===== src/rtl/keccak_round_ctrl_if.sv =====
`default_nettype none
// ============================================================================
//  Module   : keccak_round_ctrl_if
//  Brief    : Load/result handshake between the sponge logic and the
//             Keccak-f round sequencer.
//  Revision : 1.0  initial release
// ============================================================================
interface keccak_round_ctrl_if;
  logic in_valid;   // new state presented to the datapath input
  logic in_ready;   // sequencer can accept a state this cycle
  logic out_valid;  // permuted state valid in the state register
  logic out_ready;  // consumer takes the result

  // Sponge side: offers states and consumes results
  modport master (
    output in_valid,
    output out_ready,
    input  in_ready,
    input  out_valid
  );

  // Sequencer side
  modport slave (
    input  in_valid,
    input  out_ready,
    output in_ready,
    output out_valid
  );
endinterface
`default_nettype wire


===== src/rtl/keccak_round_ctrl.sv =====
`default_nettype none
// ============================================================================
//  Module   : keccak_round_ctrl
//  Brief    : Round sequencer for Keccak-f[1600]. Loads a state, steps the
//             round index RPC rounds per clock, then holds the result until
//             the consumer takes it.
//  Revision : 1.0  initial release
// ============================================================================
module keccak_round_ctrl #(
  parameter int NUM_ROUNDS = 24,
  parameter int RPC        = 1,
  parameter int CNT_W      = 16
) (
  input  wire logic             clk,
  input  wire logic             rst_n,
  input  wire logic             abort,
  keccak_round_ctrl_if.slave    hs,
  output logic                  st_load,
  output logic                  st_round_en,
  output logic [4:0]            round_idx,
  output logic                  busy,
  output logic [CNT_W-1:0]      perm_cnt
);

  // Guarded modulo so an illegal RPC=0 cannot divide by zero at elaboration.
  localparam bit c_rpc_ok    = (RPC >= 1) &&
                               ((NUM_ROUNDS % ((RPC >= 1) ? RPC : 1)) == 0);
  localparam bit c_rounds_ok = (NUM_ROUNDS >= 1) && (NUM_ROUNDS <= 24);

  if (!c_rounds_ok) begin : g_bad_rounds
    $error("keccak_round_ctrl: NUM_ROUNDS must be within 1..24");
  end

  if (!c_rpc_ok) begin : g_bad_rpc
    $error("keccak_round_ctrl: NUM_ROUNDS must be a multiple of RPC");
  end

  localparam logic [4:0] c_rpc  = 5'(RPC);
  localparam logic [4:0] c_last = 5'(NUM_ROUNDS - RPC);

  typedef enum logic [1:0] {
    IDLE = 2'd0,
    RUN  = 2'd1,
    HOLD = 2'd2
  } state_t;

  state_t           r_state;
  state_t           w_state_nxt;
  logic [4:0]       r_cnt;
  logic [4:0]       w_cnt_nxt;
  logic [CNT_W-1:0] r_perm_cnt;
  logic             w_perm_inc;

  logic             w_in_ready;
  logic             w_st_load;
  logic             w_round_en;
  logic             w_out_valid;
  logic             w_busy;
  logic [4:0]       w_round_idx;

  // Output decode and next-state selection; abort overrides every transition.
  always_comb begin
    w_state_nxt = r_state;
    w_cnt_nxt   = r_cnt;
    w_perm_inc  = 1'b0;
    w_round_en  = 1'b0;
    w_out_valid = 1'b0;
    w_round_idx = 5'd0;
    w_busy      = (r_state == RUN);
    // A held result can be replaced in the same cycle it is consumed.
    w_in_ready  = !abort && ((r_state == IDLE) ||
                             ((r_state == HOLD) && hs.out_ready));
    w_st_load   = hs.in_valid && w_in_ready;

    if (r_state == RUN) begin
      w_round_idx = r_cnt;
      w_round_en  = !abort;
    end
    if (r_state == HOLD) begin
      w_out_valid = !abort;
    end

    if (abort) begin
      w_state_nxt = IDLE;
      w_cnt_nxt   = 5'd0;
    end else begin
      case (r_state)
        IDLE: begin
          if (w_st_load) begin
            w_state_nxt = RUN;
            w_cnt_nxt   = 5'd0;
          end
        end
        RUN: begin
          if (r_cnt == c_last) begin
            w_state_nxt = HOLD;
            w_cnt_nxt   = 5'd0;
            w_perm_inc  = 1'b1;
          end else begin
            w_cnt_nxt   = r_cnt + c_rpc;
          end
        end
        HOLD: begin
          if (hs.out_ready) begin
            w_state_nxt = w_st_load ? RUN : IDLE;
            w_cnt_nxt   = 5'd0;
          end
        end
        default: begin
          w_state_nxt = IDLE;
          w_cnt_nxt   = 5'd0;
        end
      endcase
    end
  end

  // State, round counter and completed-permutation counter registers.
  always_ff @(posedge clk or negedge rst_n) begin
    if (!rst_n) begin
      r_state    <= IDLE;
      r_cnt      <= 5'd0;
      r_perm_cnt <= '0;
    end else begin
      r_state <= w_state_nxt;
      r_cnt   <= w_cnt_nxt;
      if (w_perm_inc) begin
        r_perm_cnt <= r_perm_cnt + CNT_W'(1);
      end
    end
  end

  assign hs.in_ready  = w_in_ready;
  assign hs.out_valid = w_out_valid;
  assign st_load      = w_st_load;
  assign st_round_en  = w_round_en;
  assign round_idx    = w_round_idx;
  assign busy         = w_busy;
  assign perm_cnt     = r_perm_cnt;

`ifndef SYNTHESIS
  // The state register has one write source per cycle.
  a_load_round_excl : assert property (@(posedge clk) disable iff (!rst_n)
    !(w_st_load && w_round_en));

  a_valid_in_hold : assert property (@(posedge clk) disable iff (!rst_n)
    w_out_valid |-> (r_state == HOLD));

  a_valid_stable : assert property (@(posedge clk) disable iff (!rst_n)
    (w_out_valid && !hs.out_ready) |=> (w_out_valid || abort));

  a_inputs_known : assert property (@(posedge clk) disable iff (!rst_n)
    !$isunknown({hs.in_valid, hs.out_ready}));
`endif

endmodule
`default_nettype wire


===== src/flat_wrapper.sv =====
// flat-port wrapper written by rule: the top's interface ports become plain ports
module keccak_round_ctrl_flat 
#(
  parameter int NUM_ROUNDS = 24,
  parameter int RPC        = 1,
  parameter int CNT_W      = 16
)
  (clk, rst_n, abort, st_load, st_round_en, round_idx, busy, perm_cnt, hs_in_valid, hs_out_ready, hs_in_ready, hs_out_valid);
  keccak_round_ctrl_if hs_i ();
  input  wire logic clk;
  input  wire logic rst_n;
  input  wire logic abort;
  output logic st_load;
  output logic st_round_en;
  output logic [4:0] round_idx;
  output logic busy;
  output logic [CNT_W-1:0] perm_cnt;
  input wire logic [$bits(hs_i.in_valid)-1:0] hs_in_valid;
  input wire logic [$bits(hs_i.out_ready)-1:0] hs_out_ready;
  output wire logic [$bits(hs_i.in_ready)-1:0] hs_in_ready;
  output wire logic [$bits(hs_i.out_valid)-1:0] hs_out_valid;
  assign hs_i.in_valid = hs_in_valid;
  assign hs_i.out_ready = hs_out_ready;
  assign hs_in_ready = hs_i.in_ready;
  assign hs_out_valid = hs_i.out_valid;
  keccak_round_ctrl #(.NUM_ROUNDS(NUM_ROUNDS), .RPC(RPC), .CNT_W(CNT_W)) u_core (.clk(clk), .rst_n(rst_n), .abort(abort), .hs(hs_i), .st_load(st_load), .st_round_en(st_round_en), .round_idx(round_idx), .busy(busy), .perm_cnt(perm_cnt));
endmodule

===== config.mk =====
export PLATFORM = sky130hd
export DESIGN_NAME = keccak_round_ctrl_flat
export DESIGN_NICKNAME = d
export VERILOG_FILES = /design/src/rtl/keccak_round_ctrl_if.sv /design/src/rtl/keccak_round_ctrl.sv /design/src/flat_wrapper.sv
export SDC_FILE = /design/constraint.sdc
export NUM_CORES = 1
export LEC_CHECK = 0
export ABC_AREA = 1
export CAP_MARGIN = 20
export CELL_PAD_IN_SITES_DETAIL_PLACEMENT = 1
export CELL_PAD_IN_SITES_GLOBAL_PLACEMENT = 1
export CORE_MARGIN = 3
export CORE_UTILIZATION = 36
export DETAILED_ROUTE_END_ITERATION = 12
export PLACE_DENSITY = 0.76
export SYNTH_ARGS = -nofsm -noshare
export SYNTH_HDL_FRONTEND = slang
export SYNTH_SLANG_ARGS = --single-unit

===== constraint.sdc =====
create_clock -name clk -period 2 [get_ports clk]
set_clock_uncertainty 0.2 [all_clocks]
set_input_delay 0.5 -clock clk [delete_from_list [all_inputs] [get_ports clk]]
set_output_delay 0.5 -clock clk [all_outputs]
set_load 0.01 [all_outputs]

Word-level counts from Yosys, hierarchy flattened
Cells that the tools add are included.

Bits of input ports: 5. Memory bits (read-only): 0. Logic and storage cells: 36. Memories: 0. Output and inout port bits: 26. RAM bits: 0. Latch bits: 0. Bits in registers: 23.

Mux-type cells: 17. Div/mod/pow operators: 0. Eq/ne operators: 6. Bitwise gates (word level): 0. $lt $le $gt $ge: 0. Shifts and indexed selects: 0. Multiply operators: 0. $add $sub $neg: 2. Reductions and logical operators: 8.

Operators by type and width (number): 5-bit two-way mux (5); 16-bit by 1-bit adder with 16-bit output, second input constant (1); 5-bit one-hot mux with 3 select lines (1); 2-bit two-way mux (4); 1-bit two-way mux (6); 3-bit != test, second input constant (2); 2-bit one-hot mux with 3 select lines (1); 5-bit by 1-bit adder with 5-bit output, second input constant (1); 5-bit == test, second input constant (1); 1-bit logical AND (3); 3-bit by 2-bit != test with 1-bit output, second input constant (1); 3-bit AND reduction (1); 2-bit by 1-bit == test with 1-bit output, second input constant (1); 2-bit == test, second input constant (1); 2-bit logical NOT (1); 2-bit AND reduction (1); 1-bit logical NOT (1); 1-bit logical OR (1).

Depth between registers and ports, before layout
Depth after elaboration: 9. Depth in mapped cells: 8. Depth with buffers taken out: 8.

Least setup slack after synthesis
Ideal clock, no wire load.

Path kind: input to output. Start point: input port abort. End point: output port st_load. Stages: 5. Slack: 0.150 ns. Data required time: 1.300 ns. Arrival: 1.150 ns. Path buffers: 0. Path through: nor2_1 -> inv_1 -> a21oi_1 -> nand2_1 -> inv_1.

Cells in the longest elaborated chain, start to end: 3.

RTL lines: start: declaration (line flat_wrapper.sv:12) `input wire logic abort;`; 1-bit logical NOT (line keccak_round_ctrl.sv:71) `w_in_ready = !abort && ((r_state == IDLE) ||`; 1-bit logical AND (line keccak_round_ctrl.sv:71); net hs_in_ready (line flat_wrapper.sv:20) `output wire logic [$bits(hs_i.in_ready)-1:0] hs_in_ready;`; 1-bit logical AND (line keccak_round_ctrl.sv:73) `w_st_load = hs.in_valid && w_in_ready;`; end: declaration (line flat_wrapper.sv:13) `output logic st_load;`.

The timed path passes the listed nets, and every way through them passes these cells.

Worst setup path after layout
Start point: register u_core.r_perm_cnt[5] (netlist: u_core.perm_cnt[5]). End point: output port perm_cnt[5].

RTL lines: start: declaration (line keccak_round_ctrl.sv:51) `logic [CNT_W-1:0] r_perm_cnt;`; start signal: assignment (line keccak_round_ctrl.sv:127) `r_perm_cnt <= r_perm_cnt + CNT_W'(1);`; end: declaration (line flat_wrapper.sv:17) `output logic [CNT_W-1:0] perm_cnt;`.

No word-level cell between the ends.

==> results_dict.tcl <==
set metrics [dict create \
    p_sw_frac 0.246 \
    hold_depth 1 \
    drc 0 \
    synth_edf_count 0 \
    yosys-top-cells-count "nand2_1, dfrtp_1, inv_1" \
    viasPerCell 4.88 \
    area_growth_syn_to_layout_pct 37.5 \
    insertion_delay_ps 260 \
    firstDrtPassIters 4 \
    clockPowerShare 0.338 \
    r2r_setup_slack_ps 230 \
    numCtsBuffers 3 \
    ant_nets 0 \
    detailedPlace.worstSlack_ps -730 \
    cp_num_buf_inv 1 \
    synth_top_area_share 0.414 \
    fillCellCount 463 \
    layout-drive-gt1-share 0.244 \
    r2r-start "u_core.perm_cnt[1]$_DFFE_PN0P_" \
    regArea_um2 584 \
    avgSynthCellArea_um2 7.64 \
    dp_hpwl_mm 3.07 \
    antenna_found_initial 0 \
    slew_headroom 0.764 \
    hold_violations 0 \
    die_h_um 68.2 \
    overflow 0 \
    clock_sinks 23 \
    r2r_cells 9 \
    post_drt_wl_per_cell_um 14.6 \
    postCtsHoldBufs 0 \
    worst_pin_slew_ps 351 \
    period_share 0.985 \
    antenna_cells 0 \
    fin_ws_ps 30.6 \
    yosysWarningCount 0 \
    ys_ff_latch 23 \
    synth_top_area_cell "dfrtp_1" \
    synth.cell_area_mm2 0.00139 \
    detail_route.wirelength_mm 4.09 \
    h-tree-depth 1 \
    finalNonFillerCells 280 \
    start_util 0.395 \
    io_buffers 30 \
    rsz0062_at_grt "true" \
    grt_max_degree 24 \
    final_nets 242 \
    top_layer "met4" \
    die_w_um 68.2 \
    grt_pass1_wl_mm 6.77 \
    reg2reg_to "u_core.perm_cnt[12]$_DFFE_PN0P_" \
    place_congestion 0.786 \
    p_sw_w 0.000214 \
    worstSetupStartpointType "register" \
    holdCritPathClass "reg -> reg" \
    worst-setup-path-type "reg -> out" \
    cts_tree "yes" \
    place_inst 266 \
    irDropWorstVdd_v 0.000323 \
    setup_tns_ps 0 \
    hp-start "u_core.perm_cnt[2]$_DFFE_PN0P_" \
    cp_top_family "buffers and inverters" \
    syn_inst 182 \
    cp-end-kind "output port" \
    met3_length_um 138 \
    fp.dieArea_mm2 0.00465 \
    path_cells "clkdlybuf4s50_1" \
    ys_seq_area_frac 0.414 \
    final-max-slew-violation-count 0 \
    p_int_w 0.000656 \
    met1_length_mm 1.77 \
    synth.area.top_cells "dfrtp_1, nand2_1, inv_1, nor2_1, xor2_1" \
    slowest_delay_ps 570 \
    power.leakage_nw 0.967 \
    outcome "finished clean" \
    worstPathArrival_ps 1270 \
    cts_buffer_depth 2 \
    io_pins 31 \
    yosysMostFrequentCell "nand2_1" \
    path_clk_slew_ps 80 \
    worstPathMaxFanout 4 \
    rows 21 \
    track_usage 0.196 \
    timing.fmax_mhz 508 \
    initialDrtViolationCount 77 \
    drv_cap 0 \
    cp_slowest_cell "clkdlybuf4s50_1" \
    grt_pass1_vias 1444 \
    cp_data_required_time_ps 1300 \
    combPwrFrac 0.116 \
    seq_power_share 0.545 \
    synth_cell_types 24 \
    p_per_area_mw_per_mm2 454 \
    synth_flop_cell "dfrtp_1" \
    num_vias 1367 \
    holdPathEnd "u_core.perm_cnt[2]$_DFFE_PN0P_" \
    synthArstFlopShare 1.00 \
    multi_input_area_um2 717 \
    place_area_mm2 0.00180 \
    fin_crit_ps 1970 \
    stdcell_area_mm2 0.00191 \
    met2_wirelength_mm 2.16 \
    syn_nets 189 \
    cts_root_buf "clkbuf_8" \
    setup_violations 0 \
    core_region_area_mm2 0.00352 \
]
==> cells by family (layout without fill, tap and decap cells) <==
group           after synthesis  in the layout  share of synthesized area
simple gates                110            110                      0.376
buf+inv                      26             78                     0.0818
flops                        23             23                      0.414
compound gates               13             13                     0.0602
xor+xnor                      8              8                     0.0504
fa+ha+maj                     2              2                     0.0180
==> how the worst max path moves through the flow <==
stage                        to                            from  cells past startpoint
CTS                 perm_cnt[9]  u_core.perm_cnt[9]$_DFFE_PN0P_                      1
finish              perm_cnt[5]  u_core.perm_cnt[5]$_DFFE_PN0P_                      1
detailed placement      st_load                           abort                      7
floorplan               st_load                           abort                      5
global route            st_load   u_core.r_state[0]$_DFFE_PN0P_                      6
global placement        st_load                           abort                      7
==> layout by cell type, fill, tap and decap left out, drive strengths merged <==
cell	instances
clkbuf	9
dfrtp	23
clkdlybuf4s15	4
nand4	7
o21ai	9
ha	2
nor3	3
clkinv	1
nor2	27
nand3	10
xor2	6
a21oi	3
inv	24
buf	21
dlygate4sd2	1
xnor2	2
clkdlybuf4s50	18
nand2	63
o41ai	1
==> metrics by stage <==
stage | power [W] | hold WS [ps] | utilization
after floorplan | 0.000522 | 4.41 | -
final | 0.000869 | 320 | 0.543
after detailed placement | 0.000582 | 314 | 0.512
after global routing | 0.000921 | 341 | 0.543
after CTS | 0.000870 | 331 | 0.526
after global placement | 0.000576 | 304 | 0.512
==> power groups by stage <==
stage               clock (W)  combinational, W  sequential [W]
floorplan                   0         0.0000381        0.000483
global placement            0         0.0000935        0.000483
detailed placement          0         0.0000986        0.000483
CTS                  0.000301         0.0000949        0.000474
global route         0.000334          0.000112        0.000475
finish               0.000294          0.000101        0.000474
==> flip-flops by register name, summed over array words and instances (netlist names) <==
signal / flops
u_core.perm_cnt: 16
u_core.r_state: 2
u_core.r_cnt: 5
==> layout make-up <==
class | count | share of cell area
Clock buffer | 4 | 0.0235
Sequential cell | 23 | 0.305
Multi-Input combinational cell | 133 | 0.375
Inverter | 25 | 0.0517
Tap cell | 46 | 0.0301
Timing Repair Buffer | 49 | 0.215
==> routing by layer <==
metal | track usage | vias to the layer above
li1 | - | 673
met1 | 0.246 | 668
met2 | 0.348 | 24
met3 | 0.0411 | 2
met4 | 0.0323 | 0
met5 | 0 | -
==> worst register-to-register path, delay by kind of cell (launching register included) <==
family	cells	cell delay (ps)
buffers and inverters	2	230
adders and majority gates	1	250
and+or+nand+nor	5	560
DFF	1	380
AOI/OAI and AO/OA	1	60
==> what timing repair did <==
action / 4_1_cts / 5_1_grt
gates resized for setup: 26 / 19
buffers inserted: 2 / 8
endpoints found under the hold margin: 0 / 0
setup endpoints to repair: 12 / 17
pin swaps: 3 / 2
Power figures use the tool's default switching activity.
==> variant 1 (same flow settings) <==
`CNT_W` is set to 16 in 2 places; all go to 14.
--- a/src/rtl/keccak_round_ctrl.sv
+++ b/src/rtl/keccak_round_ctrl.sv
@@ -11,3 +11,3 @@
   parameter int RPC        = 1,
-  parameter int CNT_W      = 16
+  parameter int CNT_W      = 14
 ) (
--- a/src/flat_wrapper.sv
+++ b/src/flat_wrapper.sv
@@ -5,3 +5,3 @@
   parameter int RPC        = 1,
-  parameter int CNT_W      = 16
+  parameter int CNT_W      = 14
 )
Interface: changed (resized perm_cnt); port bits go from 31 to 29. The function was not compared with the original's and may differ.
==> variant 1 against the unedited design <==
- the run now ends with negative setup slack left
- sequential cell count fell by 2
- global-route usage rose by 0.74 points
- routed wire length fell by 6.8%
- combinational power rose by 14%
- setup slack got worse by 0.077 ns
- total power fell by 12%
- cell area fell by 4.0%
- area after synthesis fell by 11%
- non-clock buffer count rose by 10
- critical path depth rose by 6
- critical path type is now in -> out
- critical endpoint is now st_load
==> variant 1: results <==
timing:
  fin_ws_ns: -0.0466
  setup_viol: 1
logic_synthesis:
  synth.top_cells.by_area: "dfrtp_1 42%, nand2_1 18%, inv_1 5.5%"
  synth_adder_area_share_pct: 2.02
  synth.distinct_cells: 22
  netlist_top_cells_count: "59 x nand2_1, 21 x dfrtp_1, 18 x inv_1"
  synth_compound_area_share_pct: 3.54
  syn_avg_cell_area_um2: 7.55
route:
  drt-met1-wl_mm: 1.63
  drt_wl_total_mm: 3.81
  routed_via_density: 4.78
  wl_per_cell_um: 14.1
status:
  violations: "negative setup slack"
  status: "finished, violations left"
layout:
  buffers_excl_clock: 59
  seq_cells: 21
  inv_count: 22
  final-clk-cell-share_pct: 1.43
  largest_register_ffs: 14
global_route:
  grt_max_degree: 22
  grtUsageMet2_pct: 36.6
  track_usage_pct: 20.3
cts:
  clkTransAtPathRegs_ns: 0.13
  root_buffer: "clkbuf_4"
  clock_latency_ns: 0.31
pwr:
  p_leak_nw: 0.901
  vdd_drop_max_mv: 0.302
  p_sw_mw: 0.210
worst_hold_path:
  hold_class: "in -> async"
worst_setup_path:
  crit_path_top_delay_cell: "dlygate4sd2_1"
-- variant 1: cell types whose count changed after synthesis, moves of 2 or more --
cell | unedited run | this run
dfrtp_1 | 23 | 21
inv_1 | 22 | 18
nand2_2 | 2 | 0
nand4_1 | 7 | 5
nor2_1 | 21 | 17
o21ai_2 | 4 | 1
xnor2_1 | 2 | 6
xor2_1 | 6 | 2
-- variant 1: cell families (layout without fill, tap and decap cells) --
| group | Yosys count | count (layout) |
|---|---|---|
| buffers and inverters | 22 | 85 |
| AO/OA/AOI/OAI | 8 | 8 |
| XOR/XNOR | 8 | 8 |
| flip-flops | 21 | 21 |
| adder cells (fa/ha/maj) | 2 | 2 |
| AND/OR/NAND/NOR | 103 | 103 |
-- variant 1: stage by stage --
step | hold WS (ns) | cell area [um^2] | setup TNS (ns)
floorplan | 0.00441 | 1240 | 0
global placement | 0.308 | 1670 | -2.20
detailed placement | 0.319 | 1670 | -2.90
CTS | 0.340 | 1790 | -0.0471
global route | 0.364 | 1840 | -0.343
finish | 0.322 | 1840 | -0.0466
-- variant 1: path summary, 6_finish.rpt --
kind | startpoint | slack (ns) | to
setup / recovery | abort | -0.05 | st_load
hold / removal | rst_n | 0.32 | u_core.r_cnt[2]
setup reg to reg | u_core.perm_cnt[0] | 0.22 | u_core.perm_cnt[10]
hold reg to reg | u_core.perm_cnt[8] | 0.33 | u_core.perm_cnt[8]
max in group asynchronous | rst_n | 1.03 | u_core.perm_cnt[11]
min in group clk | u_core.perm_cnt[8] | 0.33 | u_core.perm_cnt[8]
-- variant 1: timing repair --
action,in CTS,in global routing
buffers inserted,14,4
setup endpoints to repair,22,10
cloned,0,0
resized for setup,54,4
pin swaps,4,2
-- variant 1: critical path, delay by kind of cell --
family          cells  cell delay [ns]
compound gates      1             0.13
simple gates        2             0.24
buf+inv             4             0.46
==> variant 2 (same flow settings) <==
Made on the original files. Register the output `perm_cnt` once more, with the module's reset; this adds one clock of latency there. The other outputs are not delayed to match.
--- a/src/rtl/keccak_round_ctrl.sv
+++ b/src/rtl/keccak_round_ctrl.sv
@@ -137,3 +137,9 @@
   assign busy         = w_busy;
-  assign perm_cnt     = r_perm_cnt;
+  always_ff @(posedge clk or negedge rst_n) begin
+    if (!rst_n) begin
+      perm_cnt <= '0;
+    end else begin
+      perm_cnt <= r_perm_cnt;
+    end
+  end
 
Behaviour: same outputs for any inputs over 10 cycles, from zero or initial values and one cycle with rst_n low; that may be too few to reach the edited logic, so the function may still have changed.
==> variant 2 against the unedited design <==
- setup slack got worse by 0.075 ns
- sequential cell count increased by 16
- area after synthesis up 28%
- the run now ends with negative setup slack left
- critical endpoint is now st_load
- clock power is 85% higher
- cell area grew 24%
- synthesized cell count up 13%
- first-iteration DRC count fell by 18%
- via count up 9.6%
- sequential share of layout area increased by 11 points
- total power rose by 68%
- non-clock buffer count decreased by 2
- sequential power up 68%
- routed wire length grew 5.4%
==> variant 2: results <==
status:
  status: "finished, violations left"
  violations: "negative setup slack"
logic_synthesis:
  synth_nets: 213
  yosysSeqAreaShare_pct: 54.7
  netlist_top_cells_count: "65 x nand2_1, 39 x dfrtp_1, 25 x nor2_1"
  synth.top_cells.by_area: "dfrtp_1 55%, nand2_1 14%, nor2_1 5.3%"
  syn_avg_cell_area_um2: 8.67
  synth.distinct_cells: 23
placement:
  dpl_cell_area_mm2: 0.00227
  hpwl_mm: 3.23
  gp_congestion: 0.760
  portBuffers: 30
timing:
  worst_pin_slew_ns: 0.385
  setup_viol: 1
  fin_ws_ns: -0.0446
global_route:
  grt_first_pass_wirelength_mm: 7.65
  track_usage_pct: 16.3
  grt_pass1_vias: 1593
  grt_max_degree: 40
layout:
  layout-drive-gt1-share_pct: 19.2
worst_setup_path:
  crit_path_top_delay_cell: "dfrtp_1"
  r2r_end: "u_core.r_perm_cnt[14]"
  cp.arrival_ns: 1.34
  critPathMaxFanout: 2
  rrSetupSlack_ns: 0.21
pwr:
  vdd_drop_max_mv: 0.418
  p_leak_nw: 1.20
  p_sw_mw: 0.365
cts:
  cts_buffers: 5
  clock_latency_ns: 0.30
route:
  num_vias: 1498
  wl_per_cell_um: 13.3
  routed_via_density: 4.61
worst_hold_path:
  min_from: "u_core.r_perm_cnt[15]"
  min_path_cells: 0
==> variant 2: cell types whose count changed after synthesis, moves of 4 or more <==
cell	change
dfrtp_1	+16
nand2_1	+6
nor2_1	+4
o21ai_0	+4
xor2_1	-4
==> variant 2: layer usage <==
metal	GRT usage (%)	part of all wire [%]	vias up
li1	-	-	748
met1	21.7	49	714
met2	25.6	46	26
met3	3.43	2.9	10
met4	7.07	2.0	0
met5	0	0	-
==> variant 2: through the flow <==
step                      hold WS, ns  setup TNS, ns  total power, mW
after floorplan               0.00441              0            0.851
after global placement          0.226          -3.37            0.914
after detailed placement        0.216          -3.84            0.917
after CTS                       0.243         -0.143             1.47
after global routing            0.269         -0.194             1.53
final                           0.244        -0.0446             1.46
==> variant 2: worst max path at each step <==
stage,endpoint,slack (ns),from
after detailed placement,st_load,-0.71,abort
final,st_load,-0.04,u_core.r_state[0]
after CTS,st_load,-0.14,u_core.r_state[0]
after global routing,st_load,-0.16,u_core.r_state[0]
after global placement,st_load,-0.63,abort
after floorplan,st_load,0.19,abort
==> variant 2: area by class of cell <==
type	count	area, um^2
Multi-Input combinational cell	140	718
Tap cell	65	81.3
Timing Repair Buffer	47	407
Sequential cell	39	976
Fill cell	552	2190
Clock inverter	3	23.8
Clock buffer	5	68.8
Inverter	26	100
==> variant 2: logic make-up (layout without fill, tap and decap cells) <==
kind of cell             Yosys count  after routing  share of synthesized area, %
adder cells (fa/ha/maj)            2              2                          1.40
buffers and inverters             27             81                          6.24
flip-flops                        39             39                          54.7
XOR/XNOR                           6              6                          2.94
AO/OA/AOI/OAI                     16             16                          4.91
AND/OR/NAND/NOR                  116            116                          29.9
==> variant 2: critical path, delay by kind of cell, from the launching register on <==
kind            cells  cell delay, ns
buf+inv             4            0.34
flops               1            0.41
compound gates      1            0.12
simple gates        2            0.17
==> variant 2: what timing repair did <==
item / CTS / global route
hold buffers: 1 / 0
setup endpoints to repair: 10 / 10
endpoints found under the hold margin: 39 / 0
pin swaps: 1 / 1
gates resized for setup: 27 / 15
setup buffers: 2 / 2
==> variant 2: power groups by stage <==
stage / combinational, mW / clock, mW / sequential, mW
after global routing: 0.130 / 0.599 / 0.797
after CTS: 0.107 / 0.567 / 0.796
after floorplan: 0.0385 / 0 / 0.812
final: 0.115 / 0.545 / 0.797
after detailed placement: 0.106 / 0 / 0.812
after global placement: 0.103 / 0 / 0.811
